--- src/rtl/fifo_arb_pkg.sv ---
// Shared types and helpers for the FIFO write-port arbiter and its round-robin picker.
package fifo_arb_pkg;

   typedef enum logic {IDLE, LOCKED} arb_state_t;

   localparam int NREQ_DEF   = 4;
   localparam int DWIDTH_DEF = 8;
   localparam int CNTW_DEF   = 16;

   function automatic int unsigned rr_next(input int unsigned ptr, input int unsigned nreq);
      return (ptr + 1 >= nreq) ? 0 : ptr + 1;
   endfunction

endpackage

--- src/rtl/fifo_arb_rr_pick.sv ---
// Combinational round-robin search: first set bit of req starting at ptr, wrapping.
// Kept generic so the read side can reuse it.
module fifo_arb_rr_pick #(
   parameter int N  = 4,
   parameter int IW = $clog2(N)
) (
   input  logic [N-1:0]  req,
   input  logic [IW-1:0] ptr,
   output logic          found,
   output logic [IW-1:0] idx
);

   always_comb begin
      found = |req;
      idx   = '0;
      // Walk from the farthest offset down so the nearest hit to ptr wins.
      for (int i = N - 1; i >= 0; i--) begin
         if (req[(int'(ptr) + i) % N]) idx = IW'((int'(ptr) + i) % N);
      end
   end

endmodule

--- src/rtl/fifo_write_arbiter.sv ---
// Packet-atomic round-robin arbiter for the single FIFO write port.
// Define FIFO_ARB_STATS_EN to add per-requester packet and stall counters.
//
// state  | meaning
// IDLE   | port free; pick next owner from rr_ptr, no write this cycle
// LOCKED | port owned by 'owner' until it writes a word flagged last
module fifo_write_arbiter
   import fifo_arb_pkg::*;
#(
   parameter int NREQ   = NREQ_DEF,
   parameter int DWIDTH = DWIDTH_DEF,
   parameter int CNTW   = CNTW_DEF
) (
   input  logic                     wclk,
   input  logic                     wrst_n,
   input  logic [NREQ-1:0]          req,
   input  logic [NREQ-1:0]          last,
   input  logic [NREQ*DWIDTH-1:0]   req_data,
   output logic [NREQ-1:0]          ack,
   input  logic                     full,
   output logic                     w_enable,
   output logic [DWIDTH-1:0]        wdata,
   output logic [$clog2(NREQ)-1:0]  grant_id,
   output logic                     busy
`ifdef FIFO_ARB_STATS_EN
   ,
   input  logic                     stat_clr,
   output logic [NREQ*CNTW-1:0]     stat_pkt_cnt,
   output logic [CNTW-1:0]          stat_stall_cnt
`endif
);

   localparam int IW = $clog2(NREQ);

   arb_state_t    state, state_nxt;
   logic [IW-1:0] owner, owner_nxt;
   logic [IW-1:0] rr_ptr, rr_ptr_nxt;
   logic          pick_found;
   logic [IW-1:0] pick_idx;
   logic          accept;

   fifo_arb_rr_pick #(.N(NREQ), .IW(IW)) u_pick (
      .req   (req),
      .ptr   (rr_ptr),
      .found (pick_found),
      .idx   (pick_idx)
   );

   always_ff @(posedge wclk or negedge wrst_n) begin
      if (!wrst_n) begin
         state  <= IDLE;
         owner  <= '0;
         rr_ptr <= '0;
      end else begin
         state  <= state_nxt;
         owner  <= owner_nxt;
         rr_ptr <= rr_ptr_nxt;
      end
   end

   always_comb begin
      state_nxt  = state;
      owner_nxt  = owner;
      rr_ptr_nxt = rr_ptr;
      accept     = 1'b0;
      ack        = '0;
      w_enable   = 1'b0;
      wdata      = '0;
      unique case (state)
         IDLE: begin
            if (pick_found) begin
               owner_nxt = pick_idx;
               state_nxt = LOCKED;
            end
         end
         LOCKED: begin
            // full gates accept directly, so a write can never coincide with full
            accept     = req[owner] & ~full;
            w_enable   = accept;
            wdata      = req_data[owner*DWIDTH +: DWIDTH];
            ack[owner] = accept;
            if (accept && last[owner]) begin
               state_nxt  = IDLE;
               rr_ptr_nxt = IW'(rr_next(int'(owner), NREQ));
            end
         end
         default: state_nxt = IDLE;
      endcase
   end

   assign busy     = (state == LOCKED);
   assign grant_id = owner;

`ifdef FIFO_ARB_STATS_EN
   logic [CNTW-1:0] pkt_cnt [NREQ];
   logic [CNTW-1:0] stall_cnt;
   logic            stall;

   assign stall = (state == LOCKED) & req[owner] & full;

   always_ff @(posedge wclk or negedge wrst_n) begin
      if (!wrst_n) begin
         for (int i = 0; i < NREQ; i++) pkt_cnt[i] <= '0;
         stall_cnt <= '0;
      end else if (stat_clr) begin
         for (int i = 0; i < NREQ; i++) pkt_cnt[i] <= '0;
         stall_cnt <= '0;
      end else begin
         if (accept && last[owner] && (pkt_cnt[owner] != '1))
            pkt_cnt[owner] <= pkt_cnt[owner] + 1'b1;
         if (stall && (stall_cnt != '1))
            stall_cnt <= stall_cnt + 1'b1;
      end
   end

   for (genvar g = 0; g < NREQ; g++) begin : g_stat
      assign stat_pkt_cnt[g*CNTW +: CNTW] = pkt_cnt[g];
   end
   assign stat_stall_cnt = stall_cnt;
`endif

endmodule

--- config.mk ---
export PLATFORM = sky130hd
export DESIGN_NAME = fifo_write_arbiter
export DESIGN_NICKNAME = d
export VERILOG_FILES = /design/src/rtl/fifo_arb_pkg.sv /design/src/rtl/fifo_arb_rr_pick.sv /design/src/rtl/fifo_write_arbiter.sv
export SDC_FILE = /design/constraint.sdc
export NUM_CORES = 1
export LEC_CHECK = 0
export BUFFER_PORTS_ARGS = -buffer_cell sky130_fd_sc_hd__buf_2
export CAP_MARGIN = 20
export CORE_ASPECT_RATIO = 0.75
export CORE_UTILIZATION = 30
export DETAILED_ROUTE_END_ITERATION = 8
export GPL_ROUTABILITY_DRIVEN = 0
export PLACE_DENSITY_LB_ADDON = 0.1
export SYNTH_ARGS = -nofsm -noshare
export SYNTH_HDL_FRONTEND = slang
export SYNTH_SLANG_ARGS = --single-unit
--- constraint.sdc ---
create_clock -name wclk -period 1.7 [get_ports wclk]
set_input_delay 0.425 -clock wclk [delete_from_list [all_inputs] [get_ports wclk]]
set_output_delay 0.425 -clock wclk [all_outputs]
set_load 0.05 [all_outputs]
* After elaboration in Yosys (flattened, before gate mapping)
Index checks and enable logic that the tools add are counted.
** Storage, ports and cells
- Input bits :: 43
- Logic and storage cells :: 58
- Memories :: 0
- RAM bits :: 0
- Bits in read-only memories :: 0
- Output and inout bits :: 16
- Register bits after elaboration :: 5
- Latch bits :: 0
** Cells by class
- Bitwise gates (word level) :: 7
- Shift operators :: 1
- Reductions and logical operators :: 8
- Divide/modulo/power cells :: 0
- $lt $le $gt $ge :: 7
- Muxes and demuxes :: 28
- Multiply operators :: 0
- Equality and inequality tests :: 0
- $add $sub $neg :: 4
** Operators with widths (number)
- $shiftx 32x6->8 :: 1
- $mux 1 :: 13
- $bmux 1 s2 :: 6
- $lt 3x4->1 const B :: 3
- $mux 2 :: 5
- $mux 8 :: 1
- $lt 2x3->1 const B :: 2
- $reduce_or 2->1 :: 3
- $add 2x2->2 const B :: 2
- $and 4x4->4 :: 1
- $mux 4 :: 1
- $reduce_and 2->1 :: 2
- $reduce_or 4->1 :: 1
- $add 2x1->3 const B :: 1
- $and 1x1->1 const A :: 3
- $ge 3x3->1 const B :: 1
- $add 2x1->2 const B :: 1
- $demux 1 s2 :: 1
- $ge 2x1->1 const B :: 1
- $logic_and 1x1->1 :: 2
- $not 1->1 :: 2
- $pmux 1 s2 :: 1
- $and 1x1->1 :: 1

* Depth between registers and ports, before layout
Gate-level depths: netlist (run 1).
- Depth in word-level cells :: 10
- Depth in mapped cells :: 5

* Cells and area by module
Synthesis (run 1) repeated with hierarchy kept, for this count alone.
** Unflattened totals
- Cells, all modules :: 64
- Area, all modules :: 676.9 um^2
** Modules (own cells, without submodules)
- fifo_write_arbiter :: area each 599.3 um^2, sequential area each 125.1 um^2, times used 1, cells an instance 51
- fifo_arb_rr_pick :: area each 77.6 um^2, sequential area each 0.0 um^2, times used 1, cells an instance 13

* Worst setup path after synthesis (run 1)
OpenSTA, ideal clock, no wires.
- Path type :: flip-flop to output port
- Start :: reg owner[0], in the netlist grant_id[0]
- End :: out ack[0]
- Cell stages (with the launch flop) :: 4
- Path slack :: -1.125 ns
- Arrival :: 2.400 ns
- Data required time :: 1.275 ns
- Cells stage by stage :: dfrtp_1 > mux4_2 > nor2b_1 > and2_1
** On the way
- Word-level cells in the longest chain between the ends :: 6
- Elaborated cells on any way between the ends :: 10
** Ends and longest elaborated chain
- from (decl) :: RTL line fifo_write_arbiter.sv:36 : logic [IW-1:0] owner, owner_nxt;
- from (signal assigned) :: RTL line fifo_write_arbiter.sv:56 : owner <= owner_nxt;
- $lt 2x3->1 (implied by the code) or $ge 2x1->1 (tied branches) :: RTL line fifo_write_arbiter.sv:81 : ack[owner] = accept;
- $logic_and 1x1->1 (implied by the code) :: RTL line fifo_write_arbiter.sv:81
- $mux 1 (implied by the code) :: RTL line fifo_write_arbiter.sv:81
- $demux 1 s2 :: RTL line fifo_write_arbiter.sv:81
- $and 4x4->4 (no source line) (*)
- $mux 4 (*) :: RTL line fifo_write_arbiter.sv:69 : unique case (state)
- to (decl) :: RTL line fifo_write_arbiter.sv:19 : output logic [NREQ-1:0] ack,
Mark *: on every way between the ends. The rest lies on a longest branch, timed or not. The select of a mux whose other input is x is not followed.

* Worst setup path in the final report (run 1)
- Start :: reg owner[0], in the netlist grant_id[0]
- End :: out ack[2]
The elaborated chain is that of the path after synthesis.

==> out/qor.yml, run 1 <==
status: "complete, but fails checks"
violations: "design-rule violations, negative setup slack"
critPathLaunch: "grant_id[0]"
io_buffers: 58
area_growth_pct: 94.6
fin_skew_ns: 0.00129
cp_max_fo: 5
initial_core_util_pct: 33.2
synth-xor-area-share_pct: 0
finalHoldViolCount: 0
grt_pass1_vias: 884
cp.required_ns: 1.27
hp-class: "input pin to asynchronous set/reset pin"
antenna_found_initial: 0
fmax_ghz: 0.474
detail-route-antenna-nets: 0
synthAdderAreaFrac_pct: 7.18
cts_tree: "yes"
setup_violations: 14
cts-buffers-inserted: 3
synth_area_per_cell_sq_um: 10.1
drt_wl_total_microns: 2470
yosysSeqAreaShare_pct: 18.0
synth_simple_gate_area_share_pct: 21.5
synth.mux.area_fraction_pct: 39.0
rows: 14
synth_cells: 69
rsz0062_at_grt: "yes"
cp-start-kind: "register"
worst_pin_slew_ns: 0.323
crit_arrival_ns: 1.68
ir_worst_vdd_uv: 868
synth-compound-area-share_pct: 10.2
clk_pin_slew_ns: 0.05
avgViaCountPerCell: 5.14
r2r_start: "grant_id[0]"
dieHeight_microns: 43.7
tns_ns: -4.92
synthesis.area_sq_um: 697
r2r_end: "rr_ptr[1]"
place_ws_ns: -0.237
nets: 192
vias: 863
post-route-period-util_pct: 124
slew_viol_final: 0
dieArea_sq_um: 2520
diodes: 0
grt-ovfl-total: 0
drt-initial-drc-count: 25
post-route-util_pct: 64.5
ctsHtreeMaxLevel: 1
insertion_delay_ns: 0.25
post_cts.repair.setup_buffers: 0
drive_gt1_share_pct: 72.9
core_sq_um: 2100
syn_nets: 116
grt_max_degree: 18
cts_root_buf: "clkbuf_4"
layout_commonest_cell: "buf_2"
grt_pass1_wl_microns: 4060
io_pins: 59
r2r_slack_ns: -0.11
setup_ws_ns: -0.409
cp-end-kind: "primary output"
cap_violations: 0
dieWidth_microns: 57.7
power_density_nw_per_um2: 1890
track_usage_pct: 21.8
p_leak_uw: 0.000676
yosysUniqueCellTypes: 27
total_power_uw: 2560
synth-seq-cells: 5
clockBufferDepth: 2
most-common-layout-cells: "46 x buf_2, 12 x and2_4, 12 x buf_8, 12 x buf_4, 10 x mux4_2"
maxSlewHeadroom_pct: 78.3
drt_first_pass_iters: 8
synth_top_family_by_area: "multiplexers"
hpwl_microns: 1950
layout_min_cycle_time_ns: 2.11
r2r_cells: 5
yosysWarnings: 0
wl_per_cell_microns: 14.7
drc_errors: 3
cts.sinks: 5
path_class: "register to primary output"
==> metal layers <==
metal / track usage [%] / up-vias / routed length, microns
met1: 24.0 / 424 / 925
met4: 1.43 / 0 / 0
met3: 5.07 / 0 / 140
li1: - / 409 / -
met5: 0 / - / 0
met2: 44.4 / 30 / 1410
==> layout make-up <==
cell class                 instances  area, sq um
tap                               24         30.0
fill                             190          746
multi-input combinational         57          582
sequential                         5          128
timing repair buffer              74          576
clock buffer                       4         26.3
inverter                           4         15.0
==> cells in the mapped netlist <==
library cell | number | area share (%)
mux4_2 | 9 | 29
a21oi_1 | 4 | 2.9
nor2_2 | 1 | 0.90
ha_1 | 4 | 7.2
nand2_1 | 6 | 3.2
and2_1 | 12 | 11
nor3b_1 | 1 | 1.1
nand3_1 | 2 | 1.4
nor2_1 | 1 | 0.54
o22ai_1 | 1 | 0.90
o21ai_0 | 4 | 2.9
or2_2 | 1 | 0.90
nand2b_1 | 1 | 0.90
mux4_1 | 1 | 3.8
mux2_2 | 1 | 1.6
buf_2 | 2 | 1.4
mux2_1 | 1 | 1.6
o21a_1 | 1 | 1.1
mux2i_1 | 2 | 2.9
nor2b_1 | 1 | 0.90
a211oi_1 | 1 | 1.1
dfrtp_1 | 5 | 18
o211a_1 | 1 | 1.4
inv_1 | 3 | 1.6
inv_2 | 1 | 0.54
nor4_1 | 1 | 0.90
clkbuf_1 | 1 | 0.54
==> critical path, cell delays in order (launching register included) <==
cell and delay (ns):
dfrtp_2 0.45, mux4_2 0.53, nor2b_4 0.16, and2_4 0.15, buf_8 0.14
==> cell families (layout without fill, tap and decap cells) <==
family	Yosys count	after routing
AND/OR/NAND/NOR	27	27
multiplexers	14	14
AO/OA/AOI/OAI	12	12
buffers and inverters	7	82
flip-flops	5	5
adder cells (fa/ha/maj)	4	4
==> where the power goes <==
part           switching [uW]  internal, uW  leakage [uW]  total, uW
Sequential               89.2           176     0.0000548        266
Clock                    57.8          89.3     0.0000150        147
Combinational            1080          1060      0.000606       2150
==> flip-flops by register name (all words and copies together) (netlist names) <==
register,flops
grant_id,2
busy,1
rr_ptr,2
==> how the worst max path moves through the flow <==
stage / endpoint / slack, ns / depth (start not counted)
6_report: ack[2] / -0.41 / 4
2_1_floorplan: ack[0] / -0.30 / 3
3_5_place_dp: ack[0] / -0.24 / 5
5_1_grt: ack[2] / -0.44 / 4
4_1_cts: ack[0] / -0.43 / 4
3_3_place_gp: ack[3] / -0.23 / 5
==> per-stage QoR <==
| step | instances | instance area (sq um) | hold WS (ns) |
|---|---|---|---|
| 2_1_floorplan | 69 | 732 | 0.129 |
| 3_3_place_gp | 162 | 1160 | 0.246 |
| 3_5_place_dp | 162 | 1160 | 0.253 |
| 4_1_cts | 168 | 1360 | 0.528 |
| 5_1_grt | 168 | 1360 | 0.536 |
| 6_report | 168 | 1360 | 0.528 |
==> repair_timing <==
action,CTS,global route
gates cloned,1,0
pin swaps,11,1
endpoints found under the setup margin,14,15
resized for setup,46,2
endpoints found under the hold margin,5,0
hold buffers,1,0
(Power assumes the default switching activity.)
==> inputs of run 2 (changes only) <==
Settings changed: PLACE_DENSITY set to 0.71, PLACE_DENSITY_LB_ADDON 0.1 to unset, SYNTH_HIERARCHICAL set to 1.
==> out/qor.yml, run 2 <==
synth_area_leaders: "mux4_2 30%, dfrtp_1 18%, and2_1 11%, ha_1 7.4%, mux2i_1 4.4%"
synth_top_area_share_pct: 29.9
grt_pass1_vias: 815
slowest_delay_ns: 0.48
cts.sinks: 5
cp-endpoint: "wdata[7]"
ir_worst_vdd_uv: 570
nets: 186
tns_ns: -4.31
post-route-period-util_pct: 120
r2r_start: "grant_id[0]"
hp-class: "input pin to asynchronous set/reset pin"
yosysWarnings: 6
cts_root_buf: "clkbuf_4"
ys_async_sr_fraction_pct: 100
cp-end-kind: "primary output"
critical_path_depth: 4
grt_max_degree: 15
dp_cells: 154
detail-route-antenna-nets: 0
slew_viol_final: 0
drt_wl_total_microns: 2210
ys.flop_type: "dfrtp_1"
setup_violations: 15
diodes: 0
path_class: "register to primary output"
core_sq_um: 2070
post-route-util_pct: 64.2
track_usage_pct: 19.5
synth_cells: 64
cp_max_fo: 6
io_pins: 59
crit_family: "flip-flops"
io_buffers: 58
cap_violations: 0
dieWidth_microns: 56.9
antenna_found_initial: 0
drt-initial-drc-count: 5
place_ws_ns: -0.301
synth-seq-cells: 5
cp_slowest_cell: "dfrtp_4"
cp.required_ns: 1.27
layout_min_cycle_time_ns: 2.04
final_cells: 162
avgViaCountPerCell: 4.85
cp-start-kind: "register"
critPathLaunch: "grant_id[0]"
cts_tree: "yes"
clk_pin_slew_ns: 0.04
area_growth_pct: 95.9
setup_ws_ns: -0.339
hpwl_microns: 1760
ctsHtreeMaxLevel: 1
most-common-layout-cells: "45 x buf_2, 13 x and2_4, 12 x buf_8"
synth_most_common_cell: "and2_1"
maxSlewHeadroom_pct: 83.2
synthesis.area_sq_um: 677
fmax_ghz: 0.490
crit_buf_inv: 2
violations: "design-rule violations, negative setup slack"
vias: 786
grt-ovfl-total: 0
synth_edf_count: 0
r2r_cells: 5
layout_commonest_cell: "buf_2"
drive_gt1_share_pct: 78.3
r2r_slack_ns: -0.07
clockBufferDepth: 2
cp_cell_sequence: "buf_12, mux4_2, and2_4, buf_8"
worst_pin_slew_ns: 0.251
cts-buffers-inserted: 3
yosysUniqueCellTypes: 23
dieArea_sq_um: 2450
syn_nets: 111
rsz0062_at_grt: "yes"
drt_first_pass_iters: 6
wl_per_cell_microns: 13.6
drc_errors: 2
status: "complete, but fails checks"
power_density_nw_per_um2: 1890
r2r_end: "rr_ptr[1]"
fin_skew_ns: 0.00175
synth_largest_area_cell: "mux4_2"
finalHoldViolCount: 0
yosysSeqAreaShare_pct: 18.5
rows: 14
synth_commonest_cells: "12 x and2_1, 9 x mux4_2, 7 x nor2_1"
initial_core_util_pct: 32.7
grt_pass1_wl_microns: 3640
p_leak_uw: 0.000639
insertion_delay_ns: 0.24
synth_area_per_cell_sq_um: 10.6
dieHeight_microns: 43.1
crit_arrival_ns: 1.61
[run 2: power breakdown]
| part | switching, uW | leakage (uW) | internal [uW] | total, uW |
|---|---|---|---|---|
| Sequential | 56.2 | 0.0000553 | 181 | 237 |
| Clock | 46.9 | 0.0000150 | 88.6 | 136 |
| Combinational | 1090 | 0.000568 | 1040 | 2140 |
| Total | 1200 | 0.000639 | 1310 | 2510 |
[run 2: repair_timing]
action                                 in CTS  in global routing
pin swaps                                   9                  3
setup endpoints to repair                  16                 15
gates resized for setup                    42                  3
buffers inserted                            2                  1
endpoints found under the hold margin       5                  0
hold buffers                                1                  0
[run 2: cells by family after synthesis]
group / synth area share, %
AOI/OAI and AO/OA: 7.02
adders and majority gates: 7.39
buffers and inverters: 3.51
DFF: 18.5
muxes: 38.8
and+or+nand+nor: 24.8
[run 2: cell type report]
type | count | area (sq um)
clock buffer | 4 | 26.3
fill | 161 | 741
inverter | 2 | 7.51
multi-input combinational | 54 | 576
sequential | 5 | 131
tap | 24 | 30.0
timing repair buffer | 73 | 556
[run 2: routing by layer]
metal,vias up,GRT usage (%),wire (microns)
met5,-,0,0
met4,0,4.39,15
met3,2,6.71,93
met2,23,34.8,1240
met1,374,22.7,858
li1,387,-,-
[run 2: worst min path at each step]
| stage | end | slack [ns] | from | depth (start not counted) |
|---|---|---|---|---|
| after floorplan | busy | 0.13 | wrst_n | 0 |
| after global placement | rr_ptr[0] | 0.24 | wrst_n | 1 |
| after detailed placement | rr_ptr[0] | 0.25 | wrst_n | 1 |
| after CTS | grant_id[0] | 0.52 | wrst_n | 2 |
| after global routing | grant_id[0] | 0.55 | wrst_n | 2 |
| final | grant_id[0] | 0.53 | wrst_n | 2 |
[run 2: through the flow]
stage	hold WS [ns]	power [uW]	instance area (sq um)
detailed placement	0.246	1940	1110
CTS	0.523	2480	1310
floorplan	0.129	1560	727
finish	0.531	2510	1330
global route	0.549	2640	1330
global placement	0.243	1890	1110
==> inputs of run 3 (changes only) <==
Settings changed: CORE_MARGIN set to 2, SKIP_LAST_GASP set to 1.
==> out/qor.yml, run 3 (synthesized netlist as in run 2, its figures left out) <==
status: "complete, but fails checks"
violations: "negative setup slack"
core_sq_um: 2070
diodes: 0
cts_root_buf: "clkbuf_4"
layout_commonest_cell: "buf_2"
ctsHtreeMaxLevel: 1
cp-start-kind: "register"
insertion_delay_ns: 0.24
grt_pass1_vias: 760
slew_viol_final: 0
detail-route-antenna-nets: 0
worst_pin_slew_ns: 0.255
r2r_slack_ns: -0.08
layout_min_cycle_time_ns: 2.06
track_usage_pct: 16.6
dieWidth_microns: 58.9
clockBufferDepth: 2
place_ws_ns: -0.309
wl_per_cell_microns: 13.8
vias: 762
ir_worst_vdd_uv: 679
nets: 183
grt_pass1_wl_microns: 3230
tns_ns: -4.50
finalHoldViolCount: 0
area_growth_pct: 91.5
io_pins: 59
cp_max_fo: 6
clk_pin_slew_ns: 0.04
dieArea_sq_um: 2660
drt-initial-drc-count: 16
cts-buffers-inserted: 3
drt_first_pass_iters: 4
grt-ovfl-total: 0
total_power_uw: 2430
setup_violations: 15
post-route-period-util_pct: 121
power_density_nw_per_um2: 1870
hpwl_microns: 1730
p_leak_uw: 0.000623
rsz0062_at_grt: "yes"
cts_tree: "yes"
avgViaCountPerCell: 4.79
cp-end-kind: "primary output"
grt_max_degree: 15
drc_errors: 0
fill_cells: 167
maxSlewHeadroom_pct: 83.0
cap_violations: 0
hp-class: "input pin to asynchronous set/reset pin"
initial_core_util_pct: 32.7
fmax_ghz: 0.487
io_buffers: 58
cts.sinks: 5
drive_gt1_share_pct: 77.0
setup_ws_ns: -0.355
fin_skew_ns: 0.00233
crit_arrival_ns: 1.63
r2r_cells: 5
dieHeight_microns: 45.1
rows: 14
path_class: "register to primary output"
most-common-layout-cells: "45 x buf_2, 13 x and2_4, 13 x buf_8"
antenna_found_initial: 0
cp.required_ns: 1.27
drt_wl_total_microns: 2190
## run 3: power breakdown
part	internal, uW	switching [uW]
clock network	88.7	48.3
logic	1000	1060
registers	181	57.5
total	1270	1160
## run 3: metal layers
metal  routed length, microns  track usage [%]  vias up
li1                         -                -      376
met1                      848             20.0      365
met2                     1230             28.0       17
met3                      101             6.02        4
met4                       12             5.45        0
met5                        0                0        -
## run 3: area by class of cell
type | count | area [sq um] | area share [%]
Clock buffer | 4 | 26.3 | 2.03
Timing Repair Buffer | 70 | 526 | 40.5
Sequential cell | 5 | 131 | 10.1
Multi-Input combinational cell | 54 | 576 | 44.4
Inverter | 2 | 7.51 | 0.579
Tap cell | 24 | 30.0 | 2.32
## run 3: stage by stage
step                      instances  instance area, sq um  utilization, %  hold WS (ns)
after floorplan                  64                   727               -         0.129
after global placement          152                  1090            53.0         0.246
after detailed placement        152                  1090            53.0         0.246
after CTS                       159                  1290            62.2         0.517
after global routing            159                  1300            62.7         0.538
final                           159                  1300            62.7         0.521
## run 3: worst max-delay path, stage by stage, from the launching register on
cell     delay, ns
dfrtp_4       0.49
buf_8         0.15
mux2i_2       0.16
o22ai_4       0.24
and2_4        0.20
buf_8         0.14
## run 3: path summary, 6_finish.rpt
kind                              from          end
setup / recovery           grant_id[0]       ack[0]
hold / removal                  wrst_n  grant_id[0]
setup reg to reg           grant_id[0]    rr_ptr[1]
hold reg to reg              rr_ptr[0]    rr_ptr[0]
max in group asynchronous       wrst_n  grant_id[0]
min in group wclk               req[0]  grant_id[0]
## run 3: timing repair
item | 4_1_cts | 5_1_grt
setup endpoints to repair | 15 | 17
hold buffers | 1 | 0
resized for setup | 39 | 4
buffers inserted | 2 | 0
hold endpoints to repair | 5 | 0
pin swaps | 12 | 0
